$ cat config.mk
export PLATFORM = sky130hd
export DESIGN_NAME = hier_include_resp
export DESIGN_NICKNAME = d
export VERILOG_FILES = /design/src/rtl/hier_include_resp.sv
export SDC_FILE = /design/constraint.sdc
export NUM_CORES = 1
export LEC_CHECK = 0
export BUFFER_PORTS_ARGS = -buffer_cell sky130_fd_sc_hd__buf_4
export CAP_MARGIN = 10
export CORE_ASPECT_RATIO = 0.6
export CORE_MARGIN = 2
export CORE_UTILIZATION = 30
export DETAILED_ROUTE_END_ITERATION = 7
export PLACE_DENSITY = 0.58
export SKIP_LAST_GASP = 1
export SYNTH_ARGS = -nofsm -noshare
export SYNTH_HDL_FRONTEND = slang
export SYNTH_SLANG_ARGS = --single-unit
export TNS_END_PERCENT = 100
$ cat constraint.sdc
create_clock -name clk -period 3.2 [get_ports clk]
set_input_delay 0.16 -clock clk [delete_from_list [all_inputs] [get_ports clk]]
set_output_delay 0.16 -clock clk [all_outputs]
set_load 0.005 [all_outputs]
$ cat src/rtl/hier_include_resp.sv
// Request/acknowledge responder: queues requests in a FIFO and serves them one at a time,
// returning payload+1 tagged with a sequence number. Optional macro: HIER_INCLUDE_RESP_STATS_EN.

package hierIncludeTop_package;
    parameter int ANOTHER_SIZE = 4;
endpackage

//  state | meaning
//  IDLE  | waiting for a queued request; pops the FIFO head into the working register
//  BUSY  | service timer counting down to terminal count
//  RESP  | acknowledge presented, held until ack_rdy
module hier_include_resp
    import hierIncludeTop_package::*;
#(
    parameter int WIDTH   = 32,
    parameter int DEPTH   = ANOTHER_SIZE,
    parameter int LATENCY = 3
) (
    input  logic             clk,
    input  logic             rst,
    input  logic             req_vld,
    input  logic [WIDTH-1:0] req_data,
    output logic             req_rdy,
    output logic             ack_vld,
    output logic [WIDTH-1:0] ack_data,
    output logic [1:0]       ack_tag,
    input  logic             ack_rdy
`ifdef HIER_INCLUDE_RESP_STATS_EN
    ,
    output logic [15:0]      resp_count
`endif
);

    localparam int AW = (DEPTH > 1) ? $clog2(DEPTH) : 1;
    localparam int OW = AW + 1;
    localparam int CW = (LATENCY > 1) ? $clog2(LATENCY) : 1;

    typedef enum logic [1:0] {
        ST_IDLE = 2'd0,
        ST_BUSY = 2'd1,
        ST_RESP = 2'd2
    } state_t;

    logic [WIDTH-1:0] mem [DEPTH];
    logic [AW-1:0]    wr_ptr;
    logic [AW-1:0]    rd_ptr;
    logic [OW-1:0]    occ;
    logic             push;
    logic             pop;

    state_t           state;
    state_t           state_nxt;
    logic [CW-1:0]    cnt;
    logic [CW-1:0]    cnt_nxt;
    logic [WIDTH-1:0] work;
    logic [WIDTH-1:0] work_nxt;
    logic             ack_vld_nxt;
    logic [WIDTH-1:0] ack_data_nxt;
    logic [1:0]       seq;
    logic [1:0]       seq_nxt;

    // Ready comes from registered occupancy only, so it never combinationally follows req_vld.
    assign req_rdy = (occ != OW'(DEPTH));
    assign push    = req_vld & req_rdy;
    assign ack_tag = seq;

    always_ff @(posedge clk) begin
        if (push) begin
            mem[wr_ptr] <= req_data;
        end
    end

    always_ff @(posedge clk) begin
        if (rst) begin
            wr_ptr <= '0;
            rd_ptr <= '0;
            occ    <= '0;
        end else begin
            if (push) begin
                wr_ptr <= wr_ptr + AW'(1);
            end
            if (pop) begin
                rd_ptr <= rd_ptr + AW'(1);
            end
            case ({push, pop})
                2'b10:   occ <= occ + OW'(1);
                2'b01:   occ <= occ - OW'(1);
                default: occ <= occ;
            endcase
        end
    end

    always_ff @(posedge clk) begin
        if (rst) begin
            state    <= ST_IDLE;
            cnt      <= '0;
            work     <= '0;
            ack_vld  <= 1'b0;
            ack_data <= '0;
            seq      <= 2'd0;
        end else begin
            state    <= state_nxt;
            cnt      <= cnt_nxt;
            work     <= work_nxt;
            ack_vld  <= ack_vld_nxt;
            ack_data <= ack_data_nxt;
            seq      <= seq_nxt;
        end
    end

    always_comb begin
        state_nxt    = state;
        cnt_nxt      = cnt;
        work_nxt     = work;
        ack_vld_nxt  = ack_vld;
        ack_data_nxt = ack_data;
        seq_nxt      = seq;
        pop          = 1'b0;
        case (state)
            ST_IDLE: begin
                if (occ != '0) begin
                    pop       = 1'b1;
                    work_nxt  = mem[rd_ptr];
                    cnt_nxt   = CW'(LATENCY - 1);
                    state_nxt = ST_BUSY;
                end
            end
            ST_BUSY: begin
                if (cnt == '0) begin
                    ack_vld_nxt  = 1'b1;
                    ack_data_nxt = work + WIDTH'(1);
                    state_nxt    = ST_RESP;
                end else begin
                    cnt_nxt = cnt - CW'(1);
                end
            end
            ST_RESP: begin
                if (ack_rdy) begin
                    ack_vld_nxt = 1'b0;
                    seq_nxt     = seq + 2'd1;
                    state_nxt   = ST_IDLE;
                end
            end
            default: begin
                state_nxt   = ST_IDLE;
                ack_vld_nxt = 1'b0;
            end
        endcase
    end

`ifdef HIER_INCLUDE_RESP_STATS_EN
    // Saturating count of completed handshakes.
    always_ff @(posedge clk) begin
        if (rst) begin
            resp_count <= 16'h0000;
        end else if (ack_vld && ack_rdy && (resp_count != 16'hFFFF)) begin
            resp_count <= resp_count + 16'h0001;
        end
    end
`endif

endmodule
### Word-level counts from Yosys, hierarchy flattened

Memory sizes are Yosys's and may differ from the RTL's. A register that Yosys moved wholly into a read port is not among the register bits.
Index checks and enable logic that the tools add are counted.

| storage, ports and cells | value |
|---|---|
| memory bits (writable) | 128 |
| bits of input ports | 36 |
| memories | 1 |
| output and inout bits | 36 |
| register bits | 46 |
| word-level logic and storage cells | 53 |

| operators by class | value |
|---|---|
| $add $sub $neg | 7 |
| multiplexer cells | 15 |
| bitwise gates (word level) | 2 |
| eq/ne operators | 9 |
| reductions and logical operators | 11 |

Memory list:

| memory | depth | bits a word | rd ports | clocked after Yosys merged registers in | wr ports | RTL line | text |
|---|---|---|---|---|---|---|---|
| mem | 4 | 32 | 1 | 1 | 1 | 44 | `logic [WIDTH-1:0] mem [DEPTH];` |

Operators with widths:

| operator | number |
|---|---|
| 32-bit by 1-bit adder with 32-bit output, second input constant | 1 |
| 2-bit 2-to-1 mux | 5 |
| 3-bit AND reduction | 3 |
| 2-bit inequality test, second input constant | 4 |
| 2-bit by 1-bit adder with 2-bit output, second input constant | 3 |
| 1-bit 2-to-1 mux | 6 |
| 2-bit one-hot mux with 3 select lines | 1 |
| 3-bit one-hot mux with 2 select lines | 1 |
| 2-bit AND reduction | 3 |
| 2-bit by 1-bit equality test with 1-bit output, second input constant | 2 |
| 2-bit equality test, second input constant | 2 |
| 2-bit zero test | 2 |
| 2-bit one-hot mux with 2 select lines | 1 |
| 2-bit nonzero test | 2 |
| 3-bit by 1-bit adder with 3-bit output, second input constant | 1 |
| 3-bit inequality test, second input constant | 1 |
| 1-bit one-hot mux with 3 select lines | 1 |
| 3-bit nonzero test | 1 |
| 3-bit by 1-bit subtractor with 3-bit output, second input constant | 1 |
| 2-bit by 1-bit subtractor with 2-bit output, second input constant | 1 |
| 1-bit AND | 1 |
| 1-bit inverter | 1 |

### Longest topological paths before layout

| depth | value |
|---|---|
| depth after elaboration | 5 |
| depth in mapped cells | 11 |
| depth with buffers taken out | 10 |

### Worst setup path after synthesis

Ideal clock, no wire load.

| timing | value |
|---|---|
| path kind | register -> register |
| start point | register state[0] |
| end point | register occ[2] |
| arrival | 2.327 ns |
| setup slack | 0.803 ns |
| period minus slack after synthesis | 2.397 ns |
| required time | 3.130 ns |
| cell stages (with the launch flop) | 11 |
| library setup time | 0.070 ns |
| path buffers | 2 |
| cell sequence | dfxtp_1 or3_1 clkbuf_1 inv_2 buf_2 ha_1 inv_1 fa_1 xor2_1 or3_1 a21oi_1 |

| on the way | value |
|---|---|
| word-level cells in the longest chain between the ends | 4 |
| elaborated cells on any way between the ends | 6 |
| classes of those cells | 2 x eq/ne; 2 x mux; 2 x reduce/logical |

Ends and longest elaborated chain:

| what | RTL line | text |
|---|---|---|
| start: declaration | 51 | `state_t state;` |
| start signal: assignment | 102 | `state <= state_nxt;` |
| 2-bit zero test (*) | 119 | `case (state)` |
| 1-bit 2-to-1 mux (*) | 119 |  |
| net pop | 49 | `logic pop;` |
| 2-bit by 1-bit equality test with 1-bit output / 2-bit equality test (equally long branches) | 85 | `case ({push, pop})` |
| 3-bit one-hot mux with 2 select lines / 2-bit nonzero test (equally long branches) | n/a |  |
| end signal: assignment | 86 | `2'b10: occ <= occ + OW'(1);` |
| end signal: assignment | 87 | `2'b01: occ <= occ - OW'(1);` |
| end: declaration | 47 | `logic [OW-1:0] occ;` |

The timed path passes the listed nets; every way through them passes the cells marked *.
A chain may end at the register's enable or synchronous reset.

### Worst setup path after layout

| timing | value |
|---|---|
| start point | register occ[0] |
| end point | register occ[2] |

| on the way | value |
|---|---|
| word-level cells in the longest chain between the ends | 5 |
| elaborated cells on any way between the ends | 11 |
| classes of those cells | 2 x add/sub; 3 x eq/ne; 3 x mux; 1 x bitwise; 2 x reduce/logical |

Ends and longest elaborated chain:

| what | RTL line | text |
|---|---|---|
| 3-bit nonzero test | 121 | `if (occ != '0) begin` |
| 1-bit 2-to-1 mux | 121 |  |
| 1-bit 2-to-1 mux | 119 |  |
| 2-bit by 1-bit equality test with 1-bit output / 2-bit equality test (equally long branches) | 85 |  |
| 3-bit one-hot mux with 2 select lines / 2-bit nonzero test (equally long branches) | n/a |  |

Parallel ways exist; a longest one is shown, timed or not.

==> run metrics <==
Post CTS Setup Buffer Count=0; Slew HR=0.424; initial core utilization=0.305; Final Cycle Share=0.697; post-synthesis instance total=581; CTS tree=yes; ys flop type=edfxtp_1; Layout area overhead=22.0%; worst path required time=around 3.6 ns; top-level I/O count=between 70 and 80; area of the multi-input gates=2460 sq um; GR Util All Layers=0.123; synth top area cells=edfxtp_1, dfxtp_1, mux4_2, nand2_1, a211oi_1; Slew @ Worst Pin=0.864 ns; Worst Hold End=wr_ptr[0]; via count=4,782; Max IR drop VDD=0.482 mV; most frequent cell after synthesis=edfxtp_1; die area=28,300 sq um; chip width=between 200 and 250 microns; Post-Synthesis Net Count=625; design area=9860 sq um; remaining antenna violation count=0; Layout Nets=roughly 730; worst min path class=in -> reg; first-pass GRT wire length=27,600 microns; maxcap violations=0; Iteration-0 DRC Markers=327; RR Endpoint=occ[2]; Worst setup SP type=register; H-tree Lvls=1; Placed Area=8990 sq um; post-synth top area cell=edfxtp_1; min-delay src=req_vld; Hold Buf Count CTS=33; Sink Count=roughly 210; CTS buffer count=19; detailed placement HPWL=10,800 microns; Fillers=2,540; # DRC=0; Setup violations, final=0; EDFF count, synth=128; Finished Layout Cells=1,056; top cells by instance count after synthesis=edfxtp_1, dfxtp_1, nand2_1; CP Class=reg -> reg; Lkg Pwr=roughly 3.3 nW; placed insts=989; Arr. time, crit path=2.63 ns; min Tclk post-route=2.23 ns; Yosys reg bits=206; status=completed; register area share after synthesis=0.669; Clk Latency, worst-skew pair=0.48 ns; post-synth top area share=0.475; Post-Synthesis Mean Instance Area=13.9 sq um; pwr/cell area=822 nW/um^2; vias in the first global route=4,882; Setup TNS Final=0 ns; Port Buffers=71; Rows=46; gpl congestion=around 0.74; largest net degree at the start of global routing=79; wire per inst=16.4 microns; fin. max-slew vios=0; R2R Setup Slk=0.97 ns; CTS resizes=0; Max Clock Skew=0.00724 ns; length of the first detailed-routing pass in iterations=4; Yosys Warn Count=0; initial antenna violation count=3; root buf cell=clkbuf_16; Vias/cell=4.53; clock buffer depth=3; share of layout cells above drive strength 1=0.210; f_max=449 MHz; ys async rst share=0; CORE AREA=26,500 sq um; RSZ-0062 raised after global routing=no; Fin. Hold Viols=0; DIE HEIGHT=131 microns; crit-path max FO=6; Setup crit end kind=register; r2r worst-path depth=10; Overflow after GRT=0; Seq. cell area=5410 sq um; synth unique cells=42; CTS clk-pin slew, worst paths=about 0.060 ns; Worst R2R Start=occ[0]; Final Hold Slack=about 0.14 ns; final WL=17,400 microns; Netlist Area Pre-Place=about 8000 sq um; Worst Hold Path Cells=4
==> sequential cells by signal (all words and copies together), names as in the netlist <==
register  count
mem         128
work         32
wr_ptr        2
ack_tag       2
occ           3
ack_data     32
cnt           2
rd_ptr        2
ack_vld       1
state         2
==> stage by stage <==
stage | setup slack, ns | util | power [W]
floorplan | 0.803 | - | 0.00527
global placement | 1.06 | 0.339 | 0.00608
detailed placement | 0.993 | 0.339 | 0.00611
CTS | 0.968 | 0.372 | 0.00821
global route | 0.825 | 0.372 | 0.00862
finish | 0.971 | 0.372 | 0.00811
==> worst max-delay path by stage <==
stage / startpoint / endpoint / slack (ns) / cells after the start
after floorplan: state[0] / occ[2] / 0.80 / 10
after global placement: occ[0] / occ[2] / 1.06 / 10
after detailed placement: occ[0] / occ[2] / 0.99 / 10
after CTS: occ[0] / occ[2] / 0.97 / 10
after global routing: occ[0] / occ[2] / 0.83 / 10
final: occ[0] / occ[2] / 0.97 / 10
==> area by class of cell <==
class / count / share of cell area
Tap cell: 360 / 0.0457
Clock inverter: 4 / 0.00203
Clock buffer: 28 / 0.0527
Antenna cell: 2 / 0.000508
Inverter: 14 / 0.00533
Sequential cell: 206 / 0.548
Multi-Input combinational cell: 329 / 0.250
Timing Repair Buffer: 113 / 0.0957
==> worst max-delay path, cell delays in order (launching register included) <==
cell and delay [ns]:
dfxtp_1 0.33, inv_1 0.10, nand3_1 0.17, and2_1 0.24, inv_1 0.08, ha_1 0.19
inv_1 0.06, fa_1 0.37, xor2_1 0.16, or3_1 0.31, a21oi_1 0.15
==> where the power goes <==
part / switching [W] / total (W) / internal, W
clock: 0.000938 / 0.00206 / 0.00112
combinational: 0.00121 / 0.00222 / 0.00101
sequential: 0.000445 / 0.00382 / 0.00338
total: 0.00260 / 0.00811 / 0.00551
==> kinds of logic (layout without fill, tap and decap cells) <==
family	Yosys count	in the layout	share of synthesized area
AO/OA/AOI/OAI	71	71	0.0548
XOR/XNOR	36	36	0.0390
adder cells (fa/ha/maj)	8	8	0.0133
buffers and inverters	46	159	0.0269
flip-flops	206	206	0.669
multiplexers	34	34	0.0916
other	0	2	0
AND/OR/NAND/NOR	180	180	0.106
==> placed cells by master, fill, tap and decap left out, types with 3 or more instances in the layout <==
| cell | instances |
|---|---|
| a211oi_1 | 30 |
| a21oi_1 | 36 |
| and3_1 | 6 |
| buf_4 | 79 |
| clkbuf_1 | 8 |
| clkbuf_16 | 19 |
| dfxtp_1 | 77 |
| dlygate4sd3_1 | 33 |
| edfxtp_1 | 128 |
| ha_1 | 7 |
| inv_1 | 13 |
| mux4_2 | 32 |
| nand2_1 | 78 |
| nand3_1 | 13 |
| nand4_1 | 9 |
| nor2_1 | 51 |
| nor3_1 | 4 |
| or3_1 | 3 |
| xnor2_1 | 11 |
| xor2_1 | 25 |
==> routing by layer <==
layer  share of wire  global-route usage  vias up
met2            0.41               0.181      112
met5         0.00063                   0        -
met4           0.016              0.0263        2
met1            0.51               0.182     2288
li1                -                   -     2354
met3           0.059              0.0315       26
Note: power is estimated with default switching activity, not from simulation.
